<file path="src/rtl/vec_cmd_issue_if.sv">
// Scalar-to-vector command bundle: request side, three outbound
// queues (cmd, imm1, imm2) and the returning ack queue.
interface vec_cmd_issue_if #(
  parameter int CMD_SZ    = 20,
  parameter int IMM_SZ    = 64,
  parameter int STRIDE_SZ = 64,
  parameter int RESP_SZ   = 32
);
  logic                 req_val;
  logic                 req_rdy;
  logic [CMD_SZ-1:0]    req_cmd;
  logic [IMM_SZ-1:0]    req_imm1;
  logic [STRIDE_SZ-1:0] req_imm2;
  logic                 req_has_imm1;
  logic                 req_has_imm2;
  logic                 req_fence_cv;

  logic [CMD_SZ-1:0]    vec_cmdq_bits;
  logic                 vec_cmdq_val;
  logic                 vec_cmdq_rdy;
  logic [IMM_SZ-1:0]    vec_ximm1q_bits;
  logic                 vec_ximm1q_val;
  logic                 vec_ximm1q_rdy;
  logic [STRIDE_SZ-1:0] vec_ximm2q_bits;
  logic                 vec_ximm2q_val;
  logic                 vec_ximm2q_rdy;

  logic [RESP_SZ-1:0]   vec_ackq_bits;
  logic                 vec_ackq_val;
  logic                 vec_ackq_rdy;

  modport slave (
    input  req_val, req_cmd, req_imm1, req_imm2,
    input  req_has_imm1, req_has_imm2, req_fence_cv,
    output req_rdy,
    output vec_cmdq_bits, vec_cmdq_val,
    input  vec_cmdq_rdy,
    output vec_ximm1q_bits, vec_ximm1q_val,
    input  vec_ximm1q_rdy,
    output vec_ximm2q_bits, vec_ximm2q_val,
    input  vec_ximm2q_rdy,
    input  vec_ackq_bits, vec_ackq_val,
    output vec_ackq_rdy
  );

  modport master (
    output req_val, req_cmd, req_imm1, req_imm2,
    output req_has_imm1, req_has_imm2, req_fence_cv,
    input  req_rdy,
    input  vec_cmdq_bits, vec_cmdq_val,
    output vec_cmdq_rdy,
    input  vec_ximm1q_bits, vec_ximm1q_val,
    output vec_ximm1q_rdy,
    input  vec_ximm2q_bits, vec_ximm2q_val,
    output vec_ximm2q_rdy,
    output vec_ackq_bits, vec_ackq_val,
    input  vec_ackq_rdy
  );
endinterface

</file>
<file path="src/rtl/vec_cmd_issue.sv">
// Vector command issue: stages one request into cmd/imm1/imm2 queues
// and holds further issue while a fence_cv waits for its ack.
module vec_cmd_issue #(
  parameter int CMD_SZ    = 20,
  parameter int IMM_SZ    = 64,
  parameter int STRIDE_SZ = 64,
  parameter int RESP_SZ   = 32
) (
  input  logic           clk,
  input  logic           reset,
  vec_cmd_issue_if.slave io,
  output logic           fence_busy,
  output logic           ack_err
);

  typedef enum logic [1:0] {
    IDLE,
    SEND,
    WAIT_ACK
  } state_t;

  state_t state;
  state_t state_nxt;

  logic [CMD_SZ-1:0]    cmd_r;
  logic [IMM_SZ-1:0]    imm1_r;
  logic [STRIDE_SZ-1:0] imm2_r;
  logic pend_c;
  logic pend_1;
  logic pend_2;
  logic fence_r;
  logic err_r;

  logic fire_c;
  logic fire_1;
  logic fire_2;
  logic last_fire;
  logic rdy;
  logic accept;
  logic ack_bad;

  always_comb begin
    fire_c    = pend_c & io.vec_cmdq_rdy;
    fire_1    = pend_1 & io.vec_ximm1q_rdy;
    fire_2    = pend_2 & io.vec_ximm2q_rdy;
    last_fire = (~pend_c | io.vec_cmdq_rdy)
              & (~pend_1 | io.vec_ximm1q_rdy)
              & (~pend_2 | io.vec_ximm2q_rdy);
    rdy       = 1'b0;
    state_nxt = state;
    unique case (state)
      IDLE:     rdy = 1'b1;
      SEND:     rdy = last_fire & ~fence_r;
      WAIT_ACK: rdy = 1'b0;
      default:  rdy = 1'b0;
    endcase
    rdy    = rdy & ~reset;
    accept = io.req_val & rdy;
    unique case (state)
      IDLE: begin
        if (accept) state_nxt = SEND;
      end
      SEND: begin
        if (accept)
          state_nxt = SEND;
        else if (last_fire)
          state_nxt = fence_r ? WAIT_ACK : IDLE;
      end
      WAIT_ACK: begin
        if (io.vec_ackq_val) state_nxt = IDLE;
      end
      default: state_nxt = IDLE;
    endcase
    // Any ack outside WAIT_ACK, or a non-1 ack word, is a protocol error.
    ack_bad = io.vec_ackq_val
            & ((state != WAIT_ACK)
            | (io.vec_ackq_bits != RESP_SZ'(1)));
  end

  always_ff @(posedge clk) begin
    if (reset)
      state <= IDLE;
    else
      state <= state_nxt;
  end

  always_ff @(posedge clk) begin
    if (reset) begin
      pend_c  <= 1'b0;
      pend_1  <= 1'b0;
      pend_2  <= 1'b0;
      fence_r <= 1'b0;
      err_r   <= 1'b0;
      cmd_r   <= '0;
      imm1_r  <= '0;
      imm2_r  <= '0;
    end else begin
      err_r <= err_r | ack_bad;
      if (accept) begin
        pend_c  <= 1'b1;
        pend_1  <= io.req_has_imm1;
        pend_2  <= io.req_has_imm2;
        fence_r <= io.req_fence_cv;
        cmd_r   <= io.req_cmd;
        imm1_r  <= io.req_imm1;
        imm2_r  <= io.req_imm2;
      end else begin
        if (fire_c) pend_c <= 1'b0;
        if (fire_1) pend_1 <= 1'b0;
        if (fire_2) pend_2 <= 1'b0;
      end
    end
  end

  assign io.req_rdy         = rdy;
  assign io.vec_cmdq_val    = pend_c & ~reset;
  assign io.vec_ximm1q_val  = pend_1 & ~reset;
  assign io.vec_ximm2q_val  = pend_2 & ~reset;
  assign io.vec_cmdq_bits   = reset ? '0 : cmd_r;
  assign io.vec_ximm1q_bits = reset ? '0 : imm1_r;
  assign io.vec_ximm2q_bits = reset ? '0 : imm2_r;
  assign io.vec_ackq_rdy    = ~reset;
  assign fence_busy = ~reset & (state == WAIT_ACK);
  assign ack_err    = ~reset & err_r;

endmodule
</file>
<file path="src/flat_wrapper.sv">
// flat-port wrapper written by rule: the top's interface ports become plain ports
module vec_cmd_issue_flat 
#(
  parameter int CMD_SZ    = 20,
  parameter int IMM_SZ    = 64,
  parameter int STRIDE_SZ = 64,
  parameter int RESP_SZ   = 32
)
  (clk, reset, fence_busy, ack_err, io_req_val, io_req_cmd, io_req_imm1, io_req_imm2, io_req_has_imm1, io_req_has_imm2, io_req_fence_cv, io_req_rdy, io_vec_cmdq_bits, io_vec_cmdq_val, io_vec_cmdq_rdy, io_vec_ximm1q_bits, io_vec_ximm1q_val, io_vec_ximm1q_rdy, io_vec_ximm2q_bits, io_vec_ximm2q_val, io_vec_ximm2q_rdy, io_vec_ackq_bits, io_vec_ackq_val, io_vec_ackq_rdy);
  vec_cmd_issue_if #(.CMD_SZ(CMD_SZ), .IMM_SZ(IMM_SZ), .STRIDE_SZ(STRIDE_SZ), .RESP_SZ(RESP_SZ)) io_i ();
  input  logic clk;
  input  logic reset;
  output logic fence_busy;
  output logic ack_err;
  input wire logic [$bits(io_i.req_val)-1:0] io_req_val;
  input wire logic [$bits(io_i.req_cmd)-1:0] io_req_cmd;
  input wire logic [$bits(io_i.req_imm1)-1:0] io_req_imm1;
  input wire logic [$bits(io_i.req_imm2)-1:0] io_req_imm2;
  input wire logic [$bits(io_i.req_has_imm1)-1:0] io_req_has_imm1;
  input wire logic [$bits(io_i.req_has_imm2)-1:0] io_req_has_imm2;
  input wire logic [$bits(io_i.req_fence_cv)-1:0] io_req_fence_cv;
  output wire logic [$bits(io_i.req_rdy)-1:0] io_req_rdy;
  output wire logic [$bits(io_i.vec_cmdq_bits)-1:0] io_vec_cmdq_bits;
  output wire logic [$bits(io_i.vec_cmdq_val)-1:0] io_vec_cmdq_val;
  input wire logic [$bits(io_i.vec_cmdq_rdy)-1:0] io_vec_cmdq_rdy;
  output wire logic [$bits(io_i.vec_ximm1q_bits)-1:0] io_vec_ximm1q_bits;
  output wire logic [$bits(io_i.vec_ximm1q_val)-1:0] io_vec_ximm1q_val;
  input wire logic [$bits(io_i.vec_ximm1q_rdy)-1:0] io_vec_ximm1q_rdy;
  output wire logic [$bits(io_i.vec_ximm2q_bits)-1:0] io_vec_ximm2q_bits;
  output wire logic [$bits(io_i.vec_ximm2q_val)-1:0] io_vec_ximm2q_val;
  input wire logic [$bits(io_i.vec_ximm2q_rdy)-1:0] io_vec_ximm2q_rdy;
  input wire logic [$bits(io_i.vec_ackq_bits)-1:0] io_vec_ackq_bits;
  input wire logic [$bits(io_i.vec_ackq_val)-1:0] io_vec_ackq_val;
  output wire logic [$bits(io_i.vec_ackq_rdy)-1:0] io_vec_ackq_rdy;
  assign io_i.req_val = io_req_val;
  assign io_i.req_cmd = io_req_cmd;
  assign io_i.req_imm1 = io_req_imm1;
  assign io_i.req_imm2 = io_req_imm2;
  assign io_i.req_has_imm1 = io_req_has_imm1;
  assign io_i.req_has_imm2 = io_req_has_imm2;
  assign io_i.req_fence_cv = io_req_fence_cv;
  assign io_req_rdy = io_i.req_rdy;
  assign io_vec_cmdq_bits = io_i.vec_cmdq_bits;
  assign io_vec_cmdq_val = io_i.vec_cmdq_val;
  assign io_i.vec_cmdq_rdy = io_vec_cmdq_rdy;
  assign io_vec_ximm1q_bits = io_i.vec_ximm1q_bits;
  assign io_vec_ximm1q_val = io_i.vec_ximm1q_val;
  assign io_i.vec_ximm1q_rdy = io_vec_ximm1q_rdy;
  assign io_vec_ximm2q_bits = io_i.vec_ximm2q_bits;
  assign io_vec_ximm2q_val = io_i.vec_ximm2q_val;
  assign io_i.vec_ximm2q_rdy = io_vec_ximm2q_rdy;
  assign io_i.vec_ackq_bits = io_vec_ackq_bits;
  assign io_i.vec_ackq_val = io_vec_ackq_val;
  assign io_vec_ackq_rdy = io_i.vec_ackq_rdy;
  vec_cmd_issue #(.CMD_SZ(CMD_SZ), .IMM_SZ(IMM_SZ), .STRIDE_SZ(STRIDE_SZ), .RESP_SZ(RESP_SZ)) u_core (.clk(clk), .reset(reset), .io(io_i), .fence_busy(fence_busy), .ack_err(ack_err));
endmodule
</file>
<file path="config.mk">
export PLATFORM = sky130hd
export DESIGN_NAME = vec_cmd_issue_flat
export DESIGN_NICKNAME = d
export VERILOG_FILES = /design/src/rtl/vec_cmd_issue_if.sv /design/src/rtl/vec_cmd_issue.sv /design/src/flat_wrapper.sv
export SDC_FILE = /design/constraint.sdc
export NUM_CORES = 1
export LEC_CHECK = 0
export ABC_AREA = 1
export CAP_MARGIN = 20
export CELL_PAD_IN_SITES_DETAIL_PLACEMENT = 1
export CELL_PAD_IN_SITES_GLOBAL_PLACEMENT = 1
export CORE_MARGIN = 2
export CORE_UTILIZATION = 26
export CTS_BUF_LIST = sky130_fd_sc_hd__clkbuf_16
export CTS_CLUSTER_SIZE = 28
export DETAILED_ROUTE_END_ITERATION = 7
export GPL_TIMING_DRIVEN = 0
export PLACE_DENSITY = 0.88
export SETUP_SLACK_MARGIN = 0.3
export SYNTH_ARGS = -nofsm -noshare
export SYNTH_HDL_FRONTEND = slang
export SYNTH_SLANG_ARGS = --single-unit
</file>
<file path="constraint.sdc">
create_clock -name clk -period 1.7 [get_ports clk]
set_input_delay 0.255 -clock clk [delete_from_list [all_inputs] [get_ports clk]]
set_output_delay 0.255 -clock clk [all_outputs]
set_load 0.1 [all_outputs]
</file>
# --- Word-level counts from Yosys, hierarchy flattened ---
# Index checks and enable logic that the tools add are counted.
classes:
  eq_ne: 7
  mux: 16
  n_bitwise: 24
  reduce_logical: 5
ops:
  columns: ["cell", "n"]
  rows:
  - ["$mux 64", 2]
  - ["$ne 32x1->1 const B", 1]
  - ["$mux 20", 1]
  - ["$and 1x1->1", 14]
  - ["$mux 2", 5]
  - ["$mux 1", 6]
  - ["$pmux 2 s3", 1]
  - ["$reduce_bool 2->1", 3]
  - ["$not 1->1", 5]
  - ["$or 1x1->1", 5]
  - ["$ne 2x2->1 const B", 2]
  - ["$ne 3x1->1 const B", 1]
  - ["$reduce_and 3->1", 1]
  - ["$eq 2x1->1 const B", 1]
  - ["$eq 2x2->1 const B", 1]
  - ["$logic_not 2->1", 1]
  - ["$ne 2x1->1 const B", 1]
  - ["$pmux 1 s2", 1]
totals:
  ff_bits: 155
  inputBits: 190
  out_inout_bits: 155
  wordCells: 61

# --- Depth between registers and ports, before layout ---
logic_depth:
  ltp_word: 10
  depth_mapped: 9
  depth_no_buf: 8

# --- Worst setup path after synthesis ---
# No wires, ideal clock.
synth_timing:
  path_type: "in2out"
  startpoint: "input reset"
  endpoint: "output fence_busy"
  arrival_time_ps: 2802
  required_time_ps: 1445
  path_slack_ps: -1357
  cell_stages: 4
  path_buffers: 3
  cell_sequence: "buf_2 -> buf_2 -> buf_2 -> nor3_1"
synth_via:
  elab_chain_cells: 2
synth_rtl:
  columns: ["item", "line_no", "text"]
  rows:
  - ["from (decl)", "flat_wrapper.sv:12", "input logic reset;"]
  - ["$not 1->1", "vec_cmd_issue.sv:123", "assign fence_busy = ~reset & (state == WAIT_ACK);"]
  - ["$and 1x1->1", "vec_cmd_issue.sv:123", null]
  - ["to (decl)", "flat_wrapper.sv:13", "output logic fence_busy;"]
# Every way passes these cells.

# --- Worst setup path in the final report ---
layout_timing:
  startpoint: "input io_vec_cmdq_rdy"
  endpoint: "register u_core.imm1_r[55]"
layout_via:
  elab_chain_cells: 7
layout_rtl:
  columns: ["item", "line_no", "text"]
  rows:
  - ["from (decl)", "flat_wrapper.sv:25", "input wire logic [$bits(io_i.vec_cmdq_rdy)-1:0] io_vec_cmdq_rdy;"]
  - ["$or 1x1->1", "vec_cmd_issue.sv:46", "last_fire = (~pend_c | io.vec_cmdq_rdy)"]
  - ["$and 1x1->1", "vec_cmd_issue.sv:47", "& (~pend_1 | io.vec_ximm1q_rdy)"]
  - ["$and 1x1->1", "vec_cmd_issue.sv:48", "& (~pend_2 | io.vec_ximm2q_rdy);"]
  - ["$and 1x1->1", "vec_cmd_issue.sv:53", "SEND: rdy = last_fire & ~fence_r;"]
  - ["$pmux 1 s2", "vec_cmd_issue.sv:51", "unique case (state)"]
  - ["$and 1x1->1", "vec_cmd_issue.sv:57", "rdy = rdy & ~reset;"]
  - ["$and 1x1->1", "vec_cmd_issue.sv:58", "accept = io.req_val & rdy;"]
  - ["to (signal assigned)", "vec_cmd_issue.sv:105", "imm1_r <= io.req_imm1;"]
  - ["to (decl)", "vec_cmd_issue.sv:26", "logic [IMM_SZ-1:0] imm1_r;"]
# Every way passes these cells.
# A chain may end at the register's enable or synchronous reset.

==> summary by stage <==
Cells and area
The end-of-flow core utilization is 60.27%. The final cell count without fillers is 1810. Once layout is done, the placed cells without fillers occupy 0.01526 sq mm. The post-route netlist has between 40% and 50% of its cells at a drive strength greater than 1. After filler insertion, the fill cell instance count of the layout stands at roughly 2800. After the last flow step, the layout net total stands at 1658. The library cell used most frequently in the layout, excluding fill and tap cells, is clkdlybuf4s50_1. In the layout the commonest cells are 187 x clkdlybuf4s50_1, 152 x nand3_1, 142 x inv_1, 141 x nand2_1, 136 x nand2_2. The area growth from synthesis to layout is 126.2%.

Yosys
In the synthesized netlist the dominant register cell turns out to be dfxtp_1. Synthesis produced 1035 cells. The number of enable flip-flop cells after synthesis is 0. The count of warnings emitted by yosys is 0. In this run, distinct cell masters in the synthesized netlist total 18. The number of storage elements in the synthesis netlist is between 150 and 200. The top cell type by area accounts for between 40% and 50% of the synthesized area. Of the synthesized area, sequential elements account for 45.99%. Ranked by total cell area, the synthesized netlist is headed by dfxtp_1 46%, nand2_1 18%, nand3_1 11%.

Counting flops with an async set or reset pin after synthesis yields a share of 0%. The largest area contributor in the synthesized netlist is dfxtp_1. The cell area after synthesis is 0.006746 sq mm. The post-synth net total is 1225.

Averaged over all synthesized cells, the footprint is 6.518 sq um.

Timing
The number of endpoints failing setup at the final stage is 155. The highest clock rate is 529.4 MHz. Dividing the final minimum period by the clock period gives 111.1%.

The total count of max-transition violations in the final report is 0. Setup repair after global routing could not meet its margin everywhere. At the pin with the least slew margin, the transition time is 629.5 ps. The final worst slack is -188.8 ps.

The worst pin sits at a relative slew slack of 58.03%. The clock tree skew after final layout is 12.75 ps. The final hold violation count is 0. The final critical delay including setup and external delays is 1889 ps.

Placement
The pre-CTS setup slack is -1547 ps. The HPWL after detailed placement is 22.37 mm. The number of buffers inserted by port buffering is 343.

After detailed placement, the design holds a cell count of 1708. The congestion estimate from routability-driven global placement came to approximately 0.79. Once placement finished, the instance area stood at 0.01134 sq mm.

Worst setup path
The critical path launch point type is a primary input. Data on the critical path is required at its endpoint by 2020 ps. The startpoint-to-endpoint class of the critical path is primary input to flop. The nature of the critical path endpoint is a flop. Along the worst path, the maximum fanout reaches 6.

The arrival time reported for the critical path endpoint is 2210 ps.

Clock network
The later pin in the worst-skew pair is clocked with a latency of 430 ps. TritonCTS built the clock tree. The buffer cell driving the clock tree root is clkbuf_16. Buffers inserted during clock tree synthesis total 17. The clock sink total is roughly 160. The H-tree was split into 4 levels. The longest clock path from root to sink contains 2 buffers. The CTS clock-pin slew for the worst setup and hold paths is 70 ps.

Power and ir drop
The largest voltage drop on the vdd net is approximately 0.53 mV. For this design the ratio of total power to cell area is approximately 810 mW/mm^2. The overall power after layout is between 10 and 15 mW.

In this run the static leakage power is about 6.6 nW.

Route
The remaining routing DRC violations is 0. Dividing the detail-routed via count by the number of cells gives 4.725. The post-detailed-route wirelength per cell is 21.83 um. The post-route antenna net violation count is 0.

The detailed-route wire length is just under 40 mm. The number of vias after detailed routing is 8553. The first routing iteration left 277 violations.

The first-pass detailed-route iteration total is 5.

Die
The count of pins on the block boundary is 345. The vertical extent of the die is 165.1 um. The effective utilization at floorplan is 26.64%. In this run the core area contains 58 standard-cell rows. The die outline area is 0.02725 sq mm. In this run the horizontal extent of the chip is 165.1 um. The core region is 0.02533 sq mm.

Worst hold path
The type of the most critical hold path is primary input to flop.

Global routing
The first-pass GRT wire length is roughly 46 mm. Global routing finished with a remaining overflow of 0. The global-route usage over all layers is between 20 and 25%. The maximum number of pins on one net before global-route repair is 17. The number of global-route vias before repair was 8591. The number of antenna violations at the first check in global routing is 0.

Status
The checks that failed: negative setup slack. The run finished, with violations left.

Flow run
The number of max-cap violations is 0.
routing by layer:
| metal | GRT usage [%] | routed length [um] | part of all wire [%] | up-vias |
|---|---|---|---|---|
| met4 | 7.036 | 1354 | 3.4 | 0 |
| met2 | 42.08 | 21520 | 54 | 328 |
| met3 | 7.243 | 2871 | 7.3 | 85 |
| met1 | 22.58 | 13770 | 35 | 4166 |
| met5 | 0 | 0 | 0 | - |
| li1 | - | - | - | 3974 |
report_power, final:
part | switching [mW] | internal [mW]
Clock | 1.76 | 2.16
Sequential | 0.110 | 3.92
Combinational | 2.73 | 1.68
timing repair:
item | 4_1_cts | 5_1_grt
cloned | 2 | 25
hold buffers | 0 | 0
endpoints found under the setup margin | 306 | 294
resized for setup | 1178 | 547
buffers inserted | 5 | 39
pin swaps | 9 | 104
endpoints found under the hold margin | 0 | 0
critical path, stage by stage:
cell             delay [ps]
clkdlybuf4s50_1         490
inv_1                    50
nand2_2                  70
nand4_1                 190
buf_4                   200
buf_6                   110
nand2_4                  60
nand3_4                 180
buf_6                   190
clkbuf_16               150
buf_8                   130
nand2_2                  50
nand2_1                  60
cells by family (layout without fill, tap and decap cells):
logic type,count (synthesis),after routing,share of synthesized area [%]
buffers and inverters,229,673,14.43
other,0,1,0
AO/OA/AOI/OAI,5,5,0.4635
AND/OR/NAND/NOR,646,646,39.11
flip-flops,155,155,45.99
synthesized netlist by cell type, types with 2 or more instances:
library cell / instances
buf_1: 2
buf_2: 31
buf_6: 10
clkbuf_1: 24
dfxtp_1: 155
inv_1: 160
inv_2: 2
nand2_1: 318
nand3_1: 154
nand4_1: 3
nor2_1: 165
nor4_1: 5
sequential cells by signal, indices dropped and copies added (netlist names):
name,flops
u_core.pend_c,1
u_core.imm1_r,64
u_core.cmd_r,20
u_core.imm2_r,64
u_core.fence_r,1
u_core.state,2
u_core.pend_1,1
u_core.pend_2,1
u_core.err_r,1
final cells by class:
type                    instances  area [sq um]  share of cell area (%)
diodes                          1         2.502                 0.01639
inverters                     162         614.3                   4.025
flip-flops and latches        155          3134                   20.53
clock inverters                13         143.9                  0.9427
multi-input cells             651          4374                   28.66
well taps                     330         412.9                   2.705
plain buffers                  67         824.5                   5.402
clock buffers                  17         425.4                   2.787
repair buffers                414          5331                   34.93
final timing paths:
path	start	to	slack, ps	cells past startpoint
worst min register to register	u_core.fence_r$_SDFFE_PP0P_	u_core.fence_r$_SDFFE_PP0P_	510	2
worst max-delay path	io_vec_cmdq_rdy	u_core.imm1_r[55]$_SDFFE_PP0P_	-190	13
worst max register to register	u_core.pend_2$_SDFFE_PP0P_	u_core.imm1_r[55]$_SDFFE_PP0P_	-180	11
worst min-delay path	reset	u_core.state[1]$_SDFFE_PP0P_	220	5
through the flow:
step / hold WS [ps] / setup TNS, ps
after floorplan: 386.3 / -61670
after global placement: 475.9 / -246450
after detailed placement: 496.9 / -254370
after CTS: 113.3 / -559.0
after global routing: 222.6 / -25790
final: 216.9 / -16020
No activity file was read; power rests on OpenSTA's default activity.
